$ cat src/rtl/plat_scroll_sched.sv
// Platform table owner: initial layout load and per-request scroll with LFSR respawn.
// Optional macro PLAT_SCORE_EN adds the accumulated scroll-distance score register.
module plat_scroll_sched #(
    parameter int          NUM_PLAT  = 16,
    parameter int          Y_MAX     = 479,
    parameter int          X_MIN     = 64,
    parameter int          SPACING   = 30,
    parameter int          MAX_SHIFT = 63,
    parameter logic [15:0] SEED      = 16'hACE1
) (
    input  logic                   Clk,
    input  logic                   Reset_n,
    input  logic                   loadplat,
    input  logic                   refresh_en,
    input  logic [9:0]             plat_temp_Y,
    output logic [NUM_PLAT*10-1:0] platX_flat,
    output logic [NUM_PLAT*10-1:0] platY_flat,
    output logic                   trigger,
    output logic                   busy,
    output logic [15:0]            score
);

    typedef enum logic [2:0] {
        ST_IDLE,
        ST_INIT,
        ST_LATCH,
        ST_SHIFT,
        ST_DONE,
        ST_WAIT_LOW
    } state_t;

    localparam logic [3:0] LAST_IDX = 4'(NUM_PLAT - 1);

    state_t      state_q, state_d;
    logic [3:0]  idx_q, idx_d;
    logic [9:0]  mag_q, mag_d;
    logic [15:0] lfsr_q, lfsr_d;
    logic [9:0]  x_q [NUM_PLAT];
    logic [9:0]  y_q [NUM_PLAT];

    logic        wr_en;
    logic [9:0]  wr_x, wr_y;
    logic [9:0]  respawn_x, init_y, shift_sum, neg_y, mag_raw, mag_clamped;

    // Galois form for x^16+x^14+x^13+x^11; free-running in every state.
    assign lfsr_d    = {1'b0, lfsr_q[15:1]} ^ (lfsr_q[0] ? 16'hB400 : 16'h0000);
    assign respawn_x = 10'(X_MIN) + {1'b0, lfsr_q[8:0]};
    assign init_y    = 10'(Y_MAX - 14) - 10'(SPACING * int'(idx_q));
    assign shift_sum = y_q[idx_q] + mag_q;

    // Only upward doodle motion (negative Y) scrolls the world.
    assign neg_y       = 10'd0 - plat_temp_Y;
    assign mag_raw     = plat_temp_Y[9] ? neg_y : 10'd0;
    assign mag_clamped = (mag_raw > 10'(MAX_SHIFT)) ? 10'(MAX_SHIFT) : mag_raw;

    always_ff @(posedge Clk or negedge Reset_n) begin
        if (!Reset_n) begin
            state_q <= ST_IDLE;
            idx_q   <= 4'd0;
            mag_q   <= 10'd0;
            lfsr_q  <= SEED;
        end else begin
            state_q <= state_d;
            idx_q   <= idx_d;
            mag_q   <= mag_d;
            lfsr_q  <= lfsr_d;
        end
    end

    always_comb begin
        state_d = state_q;
        idx_d   = idx_q;
        mag_d   = mag_q;
        wr_en   = 1'b0;
        wr_x    = respawn_x;
        wr_y    = 10'd0;
        case (state_q)
            ST_IDLE: begin
                if (loadplat) begin
                    state_d = ST_INIT;
                    idx_d   = 4'd0;
                end else if (refresh_en) begin
                    state_d = ST_LATCH;
                end
            end
            ST_INIT: begin
                wr_en = 1'b1;
                wr_y  = init_y;
                idx_d = idx_q + 4'd1;
                if (idx_q == LAST_IDX) state_d = ST_WAIT_LOW;
            end
            ST_LATCH: begin
                mag_d   = mag_clamped;
                idx_d   = 4'd0;
                state_d = ST_SHIFT;
            end
            ST_SHIFT: begin
                wr_en = 1'b1;
                if (shift_sum > 10'(Y_MAX)) begin
                    wr_y = shift_sum - 10'(Y_MAX + 1);
                end else begin
                    wr_y = shift_sum;
                    wr_x = x_q[idx_q];
                end
                idx_d = idx_q + 4'd1;
                if (idx_q == LAST_IDX) state_d = ST_DONE;
            end
            ST_DONE: state_d = ST_WAIT_LOW;
            ST_WAIT_LOW: begin
                // Hold here until both request levels drop so a held level cannot re-fire.
                if (!refresh_en && !loadplat) state_d = ST_IDLE;
            end
            default: state_d = ST_IDLE;
        endcase
    end

    always_ff @(posedge Clk or negedge Reset_n) begin
        if (!Reset_n) begin
            for (int i = 0; i < NUM_PLAT; i++) begin
                x_q[i] <= 10'd0;
                y_q[i] <= 10'd0;
            end
        end else if (wr_en) begin
            x_q[idx_q] <= wr_x;
            y_q[idx_q] <= wr_y;
        end
    end

    generate
        for (genvar gi = 0; gi < NUM_PLAT; gi++) begin : g_flat
            assign platX_flat[10*gi +: 10] = x_q[gi];
            assign platY_flat[10*gi +: 10] = y_q[gi];
        end
    endgenerate

    assign trigger = (state_q == ST_DONE);
    assign busy    = (state_q == ST_INIT) || (state_q == ST_LATCH) ||
                     (state_q == ST_SHIFT) || (state_q == ST_DONE);

`ifdef PLAT_SCORE_EN
    logic [15:0] score_q;
    logic [16:0] score_sum;

    assign score_sum = {1'b0, score_q} + {7'd0, mag_q};

    always_ff @(posedge Clk or negedge Reset_n) begin
        if (!Reset_n) begin
            score_q <= 16'h0000;
        end else if (state_q == ST_IDLE && loadplat) begin
            score_q <= 16'h0000;
        end else if (state_q == ST_DONE) begin
            score_q <= score_sum[16] ? 16'hFFFF : score_sum[15:0];
        end
    end

    assign score = score_q;
`else
    assign score = 16'h0000;
`endif

endmodule

$ cat config.mk
export PLATFORM = sky130hd
export DESIGN_NAME = plat_scroll_sched
export DESIGN_NICKNAME = d
export VERILOG_FILES = /design/src/rtl/plat_scroll_sched.sv
export SDC_FILE = /design/constraint.sdc
export NUM_CORES = 1
export LEC_CHECK = 0
export CAP_MARGIN = 10
export CORE_MARGIN = 2
export CORE_UTILIZATION = 56
export DETAILED_ROUTE_END_ITERATION = 7
export PLACE_DENSITY = 0.86
export SETUP_SLACK_MARGIN = 0.4
export SLEW_MARGIN = 20
export SYNTH_ARGS = -nofsm -noshare
export SYNTH_HDL_FRONTEND = slang
export SYNTH_SLANG_ARGS = --single-unit
$ cat constraint.sdc
create_clock -name Clk -period 11.81 [get_ports Clk]
set_input_delay 1.7715 -clock Clk [delete_from_list [all_inputs] [get_ports Clk]]
set_output_delay 1.7715 -clock Clk [all_outputs]
set_load 0.02 [all_outputs]
==> results.sh <==
export IMPL_p_leak_nw=9.106
export IMPL_clkPwrFrac_pct=16.3
export IMPL_number_of_flops_mapped_to_enable_cells_by_yosys=0
export IMPL_synth_seq_cells=353
export IMPL_hold_path_startpoint="lfsr_q[12]"
export IMPL_seq_area_mm2=0.008851
export IMPL_total_of_fill_cells_in_the_finished_design=1887
export IMPL_cts_inserted_buffers=36
export IMPL_syn_instance_count=1525
export IMPL_critPathArrivalTime_ns=6.92
export IMPL_initialDrtViolationCount=1655
export IMPL_final_core_util_pct=72.93
export IMPL_postCtsResizedCells=0
export IMPL_layout_drive_gt1_share_pct=12.32
export IMPL_startpoint_type="flop"
export IMPL_clock_path_buffers=3
export IMPL_cts_tree="yes"
export IMPL_io_pins=352
export IMPL_die_width_um=176.6
export IMPL_timing_final_crit_period_ns=6.575
export IMPL_ys_async_sr_fraction_pct=100.0
export IMPL_routed_wire_length_per_instance_um=24.22
export IMPL_largest_net_degree_at_the_start_of_global_routing=172
export IMPL_reg2reg_depth=11
export IMPL_placement_io_buffers=335
export IMPL_maxSlewViolCount=0
export IMPL_cp_end_kind="flop"
export IMPL_synthesis_yosys_warnings=0
export IMPL_ctsHtreeMaxLevel=2
export IMPL_wire_length_of_the_first_global_routing_pass_um=81980
export IMPL_setup_violations_final=0
export IMPL_root_buffer="clkbuf_16"
export IMPL_antenna_violations_before_repair=2
export IMPL_worst_endpoint_required_ns=12.16
export IMPL_synthesis_area_mm2=0.01668
export IMPL_route_antenna_remaining_nets=0
export IMPL_via_count=14250
export IMPL_post_route_clock_period_utilization_pct=55.67
export IMPL_clock_skew_ns=0.02181
export IMPL_num_nets_final=1857
export IMPL_yosys_cell_types_count=62
export IMPL_ys_dominant_reg_cell="dfrtp_1"
export IMPL_netSwitchingFraction_pct=47.30
export IMPL_worst_r2r_endpoint="platX_flat[62]"
export IMPL_worst_slew_margin_rel_pct=28.60
export IMPL_first_global_vias=13710
export IMPL_die_area_mm2=0.03118
export IMPL_unrepaired_setup_endpoints_after_global_routing="false"
export IMPL_clkSinkCount=353
export IMPL_hold_path_end="lfsr_q[11]"
export IMPL_worst_r2r_setup_slack_ns=5.24
export IMPL_totalWireLength_um=53890
export IMPL_drtPass1Iterations=7
export IMPL_number_of_maximum_capacitance_violations=0
export IMPL_total_area_of_multi_input_combinational_cells_mm2=0.007228
export IMPL_track_usage_pct=34.76
export IMPL_fp_dieH_um=176.6
export IMPL_criticalPathCategory="reg -> reg"
export IMPL_power_frac_comb_pct=57.4
export IMPL_insertedDiodeCount=0
export IMPL_worst_slew_pin_transition_ns=1.050
export IMPL_clock_insertion_delay_worst_skew_ns=0.53
export IMPL_cts_reportedPaths_clkPinSlew_ns=0.06
export IMPL_place_congestion=0.9535
export IMPL_most_common_library_cell_in_the_layout_ignoring_fill_and_taps="dfrtp_1"
export IMPL_vdd_drop_max_mv=0.2602
export IMPL_fmax_mhz=152.1
export IMPL_power_density_mw_per_mm2=336.1
export IMPL_area_growth_synth_to_final_pct=28.90
export IMPL_net_switching_power_w=0.003418
export IMPL_fp_row_count=63
export IMPL_timing_hold_violations_final=0
export IMPL_critical_path_max_fanout=45
export IMPL_power_share_sequential_pct=26.4
export IMPL_synthesis_area_per_instance_um2=10.94
export IMPL_layout_cells_most_common_list="dfrtp_1 (343), clkdlybuf4s50_1 (334), nand2_1 (275)"
export IMPL_initial_utilization_pct=56.57
export IMPL_drc=0
export IMPL_outcome="finished clean"
export IMPL_cts_hold_buf=0
export IMPL_rr_startpoint="idx_q[1]"
export IMPL_overflow=0
export IMPL_internal_power_w=0.003808
export IMPL_hold_critical_path_depth=0
export IMPL_min_delay_path_class="reg -> reg"
export IMPL_core_mm2=0.02948
export IMPL_aggregate_negative_setup_slack_ns=0
export IMPL_hpwlAfterDp_um=36820
export IMPL_synth_seq_area_share_pct=53.02
export IMPL_routed_via_density=6.403
export IMPL_cts_post_setup_buffers_inserted=0
cells in the mapped netlist, drive strengths merged (5+ instances only):
master  number  area (um2)
buf         65       340.3
inv         19       71.32
a31oi       49       306.5
clkbuf      75       281.5
nand2      275        1032
ha          30       375.4
nor2b        6       37.54
a21oi       27       135.1
nand3       19       95.09
xor2        10       87.58
or3          5       31.28
nor2        82       307.8
xnor2        8       70.07
fa           5       100.1
a211oi       7       57.55
nand2b       6       37.54
and2         6       37.54
mux2i       14       147.7
dfrtp      345        8633
dfstp        8       210.2
nor3        12       65.06
o21ai      281        1406
mux4        99        2230
and3        19       118.9
layout make-up:
cell class / instances / share of cell area, %
Tap cell: 390 / 2.270
Multi-Input combinational cell: 1028 / 33.62
Sequential cell: 353 / 41.17
Timing Repair Buffer: 370 / 16.92
Clock buffer: 51 / 4.923
Clock inverter: 14 / 0.7682
Inverter: 19 / 0.3317
sequential cells by signal, indices dropped and copies added, names as in the netlist:
name / count
platX_flat: 160
platY_flat: 160
lfsr_q: 16
mag_q: 10
idx_q: 4
state_q: 3
power by group through the flow:
stage	clock, W	combinational, W	sequential, W
finish	0.00117	0.00415	0.00191
global route	0.00123	0.00443	0.00194
CTS	0.00118	0.00404	0.00189
global placement	0	0.00388	0.00190
floorplan	0	0.00232	0.00208
detailed placement	0	0.00399	0.00191
layer usage:
layer	wire, um	global-route usage (%)	part of all wire (%)
met1	20320	50.33	38
met4	3040	16.43	5.6
met5	23	0	0.043
met3	6514	8.355	12
met2	23990	50.05	45
critical path: stages, from the launching register on:
cell	delay [ns]
dfrtp_4	0.84
buf_4	0.69
mux4_2	0.48
mux4_2	0.47
ha_1	0.35
o21ai_0	0.31
a21oi_1	0.14
a211oi_1	0.54
nor3_1	0.25
a2111oi_4	1.01
mux2i_2	0.96
o21ai_0	0.28
worst max path at each step:
stage                     startpoint               to
after floorplan             idx_q[0]  platX_flat[138]
after global placement      idx_q[0]   platX_flat[93]
after detailed placement    idx_q[0]   platX_flat[60]
after CTS                   idx_q[0]   platX_flat[90]
after global routing        idx_q[0]   platX_flat[52]
final                       idx_q[1]   platX_flat[62]
kinds of logic (layout without fill, tap and decap cells):
logic type | Yosys count | count (layout) | synth area share [%]
simple gates | 442 | 442 | 11.07
buf+inv | 159 | 454 | 4.156
compound gates | 401 | 401 | 13.47
flops | 353 | 353 | 53.02
other cells | 1 | 16 | 0.02248
mux | 116 | 116 | 14.46
xor+xnor | 18 | 18 | 0.9452
fa+ha+maj | 35 | 35 | 2.851
per-stage QoR:
step	hold WS [ns]	total power (W)	worst slack [ns]	instances	cell area (um2)
detailed placement	0.3379	0.005894	5.186	2159	20250
finish	0.3494	0.007226	5.235	2225	21500
CTS	0.3469	0.007115	5.031	2224	21470
global route	0.3628	0.007597	4.748	2225	21500
global placement	0.3350	0.005779	5.290	2158	20240
floorplan	0.3312	0.004405	6.305	1540	16730
(Power assumes the default switching activity.)
==> RTL change: new RTL, same settings <==
Encoding of `state_t`: now one-hot (6 bits for 6 states).
--- a/src/rtl/plat_scroll_sched.sv
+++ b/src/rtl/plat_scroll_sched.sv
@@ -20,13 +20,13 @@
     output logic [15:0]            score
 );
 
-    typedef enum logic [2:0] {
-        ST_IDLE,
-        ST_INIT,
-        ST_LATCH,
-        ST_SHIFT,
-        ST_DONE,
-        ST_WAIT_LOW
+    typedef enum logic [5:0] {
+        ST_IDLE     = 6'b000001,
+        ST_INIT     = 6'b000010,
+        ST_LATCH    = 6'b000100,
+        ST_SHIFT    = 6'b001000,
+        ST_DONE     = 6'b010000,
+        ST_WAIT_LOW = 6'b100000
     } state_t;
 
     localparam logic [3:0] LAST_IDX = 4'(NUM_PLAT - 1);
Check against the original RTL: same outputs for any inputs over 4 cycles, from zero or initial values and one cycle with Reset_n low; so few cycles prove little.
==> RTL change against the unedited design <==
  * Worst hold slack better by 0.0062 ns
  * Design area rose by 2.2%
  * Via count shrank 0.12%
  * Area after synthesis up 2.4%
  * Clock skew grew 0.0030 ns
  * Critical path type unchanged
  * Sequential cell count rose by 3
  * First-iteration DRC count increased by 7.9%
  * Global-route usage up 0.62 points
  * Setup slack improved by 0.54 ns
  * Wire length up 3.5%
  * Non-clock buffer count is 1 lower
Power is not compared: it rests on default switching activity, and its combinational part moved more than twofold at a synthesized area within 25%.
==> RTL change: results <==
group,metric,value,unit
run_status,status,"finished, final reports clean",
finish,drive_above_1_share,14.23,%
min_path,holdCritPathClass,"reg -> reg",
global_routing,grt_pass1_wl,84.63,mm
global_routing,grt_max_degree,115,
setup_path,cp_top_family,"multiplexers",
clock_tree,numCtsBuffers,37,
yosys,synthTopCellsByArea,"dfrtp_1 (51%), mux4_2 (13%), o21ai_0 (6.7%), nand2_1 (5.3%), mux2_2 (2.2%)",
drt,firstDrtPassIters,6,
drt,drt_wl_total,55.76,mm
timing,hold-worst-slack,0.3556,ns
place,post_dp_cell_area,20590,um2
global_routing,grt_usage,35.38,%
setup_path,critPathMaxFanout,51,
setup_path,arrival,6.40,ns
place,io_buffer_count,335,
clock_tree,cts-resized-gates,0,
yosys,synthArstFlopShare,100.0,%
power_and_ir_drop,ir_drop,128.8,uV
finish,antennaDiodeCount,0,
timing,slew_viol_final,0,
drt,vias,14230,
yosys,netlist_top_cells_count,"dfrtp_1 (347), nand2_1 (242), o21ai_0 (228)",
min_path,hp-start,"lfsr_q[12]$_DFF_PN0_",
place,place_ws,5.902,ns
yosys,ys_seq_area_share,52.22,%
setup_path,critPathMaxStageDelay,0.84,ns
setup_path,rr_startpoint,"idx_q[1]$_DFFE_PN0P_",
place,hpwl,37.76,mm
clock_tree,htree_num_levels,2,
setup_path,critPathSlowestCell,"dfrtp_4",
clock_tree,clockRootBuffer,"clkbuf_16",
clock_tree,postCtsSetupBuffers,0,
global_routing,antenna_found_initial,2,
timing,max-slew-margin-rel,21.25,%
setup_path,rr_endpoint,"platX_flat[101]$_DFFE_PN0P_",
clock_tree,clk_pin_slew_worst_paths,0.07,ns
finish,finalNetCount,1841,
clock_tree,clk_path_buf_depth,3,
timing,skew,0.02482,ns
finish,fillers,1843,
power_and_ir_drop,power_leakage,9.399,nW
yosys,yosysUniqueCellTypes,65,
yosys,yosysWarnings,0,
setup_path,rr_worst_depth,13,
place,gp_congestion,0.9442,
min_path,min_to,"lfsr_q[11]$_DFF_PN1_",
drt,dr.first_iter.drc_count,1786,
## RTL change: worst reg2reg max path, cell delays in order (launching register included)
cell	delay [ns]
dfrtp_4	0.84
buf_4	0.77
mux4_2	0.50
mux4_2	0.49
ha_1	0.24
fa_1	0.44
a211oi_1	0.42
nor2_1	0.13
a211o_1	0.33
and2_1	0.23
a211oi_4	0.25
buf_4	0.39
mux2i_4	0.63
o21ai_0	0.22
## RTL change: power breakdown
part / leakage (nW) / switching (mW) / internal, mW
logic: 3.88 / 0.851 / 0.598
registers: 4.86 / 0.156 / 1.34
clock network: 0.650 / 0.485 / 0.771
total: 9.40 / 1.49 / 2.71
## RTL change: cell type report
type	count	area [um2]	area share, %
Tap cell	390	488.0	2.222
Multi-Input combinational cell	1012	7525	34.26
Clock inverter	11	183.9	0.8374
Sequential cell	356	8927	40.65
Timing Repair Buffer	369	3650	16.62
Clock buffer	56	1130	5.144
Inverter	16	60.06	0.2734
## RTL change: stage by stage
step / instances / utilization (%)
after floorplan: 1519 / -
after global placement: 2140 / 68.91
after detailed placement: 2140 / 68.91
after CTS: 2207 / 73.30
after global routing: 2210 / 73.52
final: 2210 / 73.52
## RTL change: how the worst max path moves through the flow
stage / end / slack [ns] / cells past startpoint / start
final: platX_flat[101]$_DFFE_PN0P_ / 5.77 / 13 / idx_q[1]$_DFFE_PN0P_
after global routing: platX_flat[101]$_DFFE_PN0P_ / 5.60 / 13 / idx_q[1]$_DFFE_PN0P_
after CTS: platY_flat[129]$_DFFE_PN0P_ / 5.87 / 14 / idx_q[1]$_DFFE_PN0P_
after detailed placement: platY_flat[39]$_DFFE_PN0P_ / 5.90 / 14 / idx_q[1]$_DFFE_PN0P_
after global placement: platY_flat[29]$_DFFE_PN0P_ / 6.13 / 14 / idx_q[1]$_DFFE_PN0P_
after floorplan: platX_flat[159]$_DFFE_PN0P_ / 6.14 / 17 / idx_q[0]$_DFFE_PN0P_
## RTL change: logic make-up after synthesis
family | share of synthesized area (%)
and+or+nand+nor | 10.57
DFF | 52.22
xor gates and xnor gates | 1.384
buffers and inverters | 4.197
adders and majority gates | 2.783
other | 0.02195
muxes | 16.91
AOI/OAI and AO/OA | 11.92
## RTL change: metal layers
layer | global-route usage, % | share of wire, %
met1 | 50.21 | 38
met2 | 53.46 | 45
met3 | 9.966 | 13
met4 | 11.48 | 4.3
met5 | 0 | 0.022
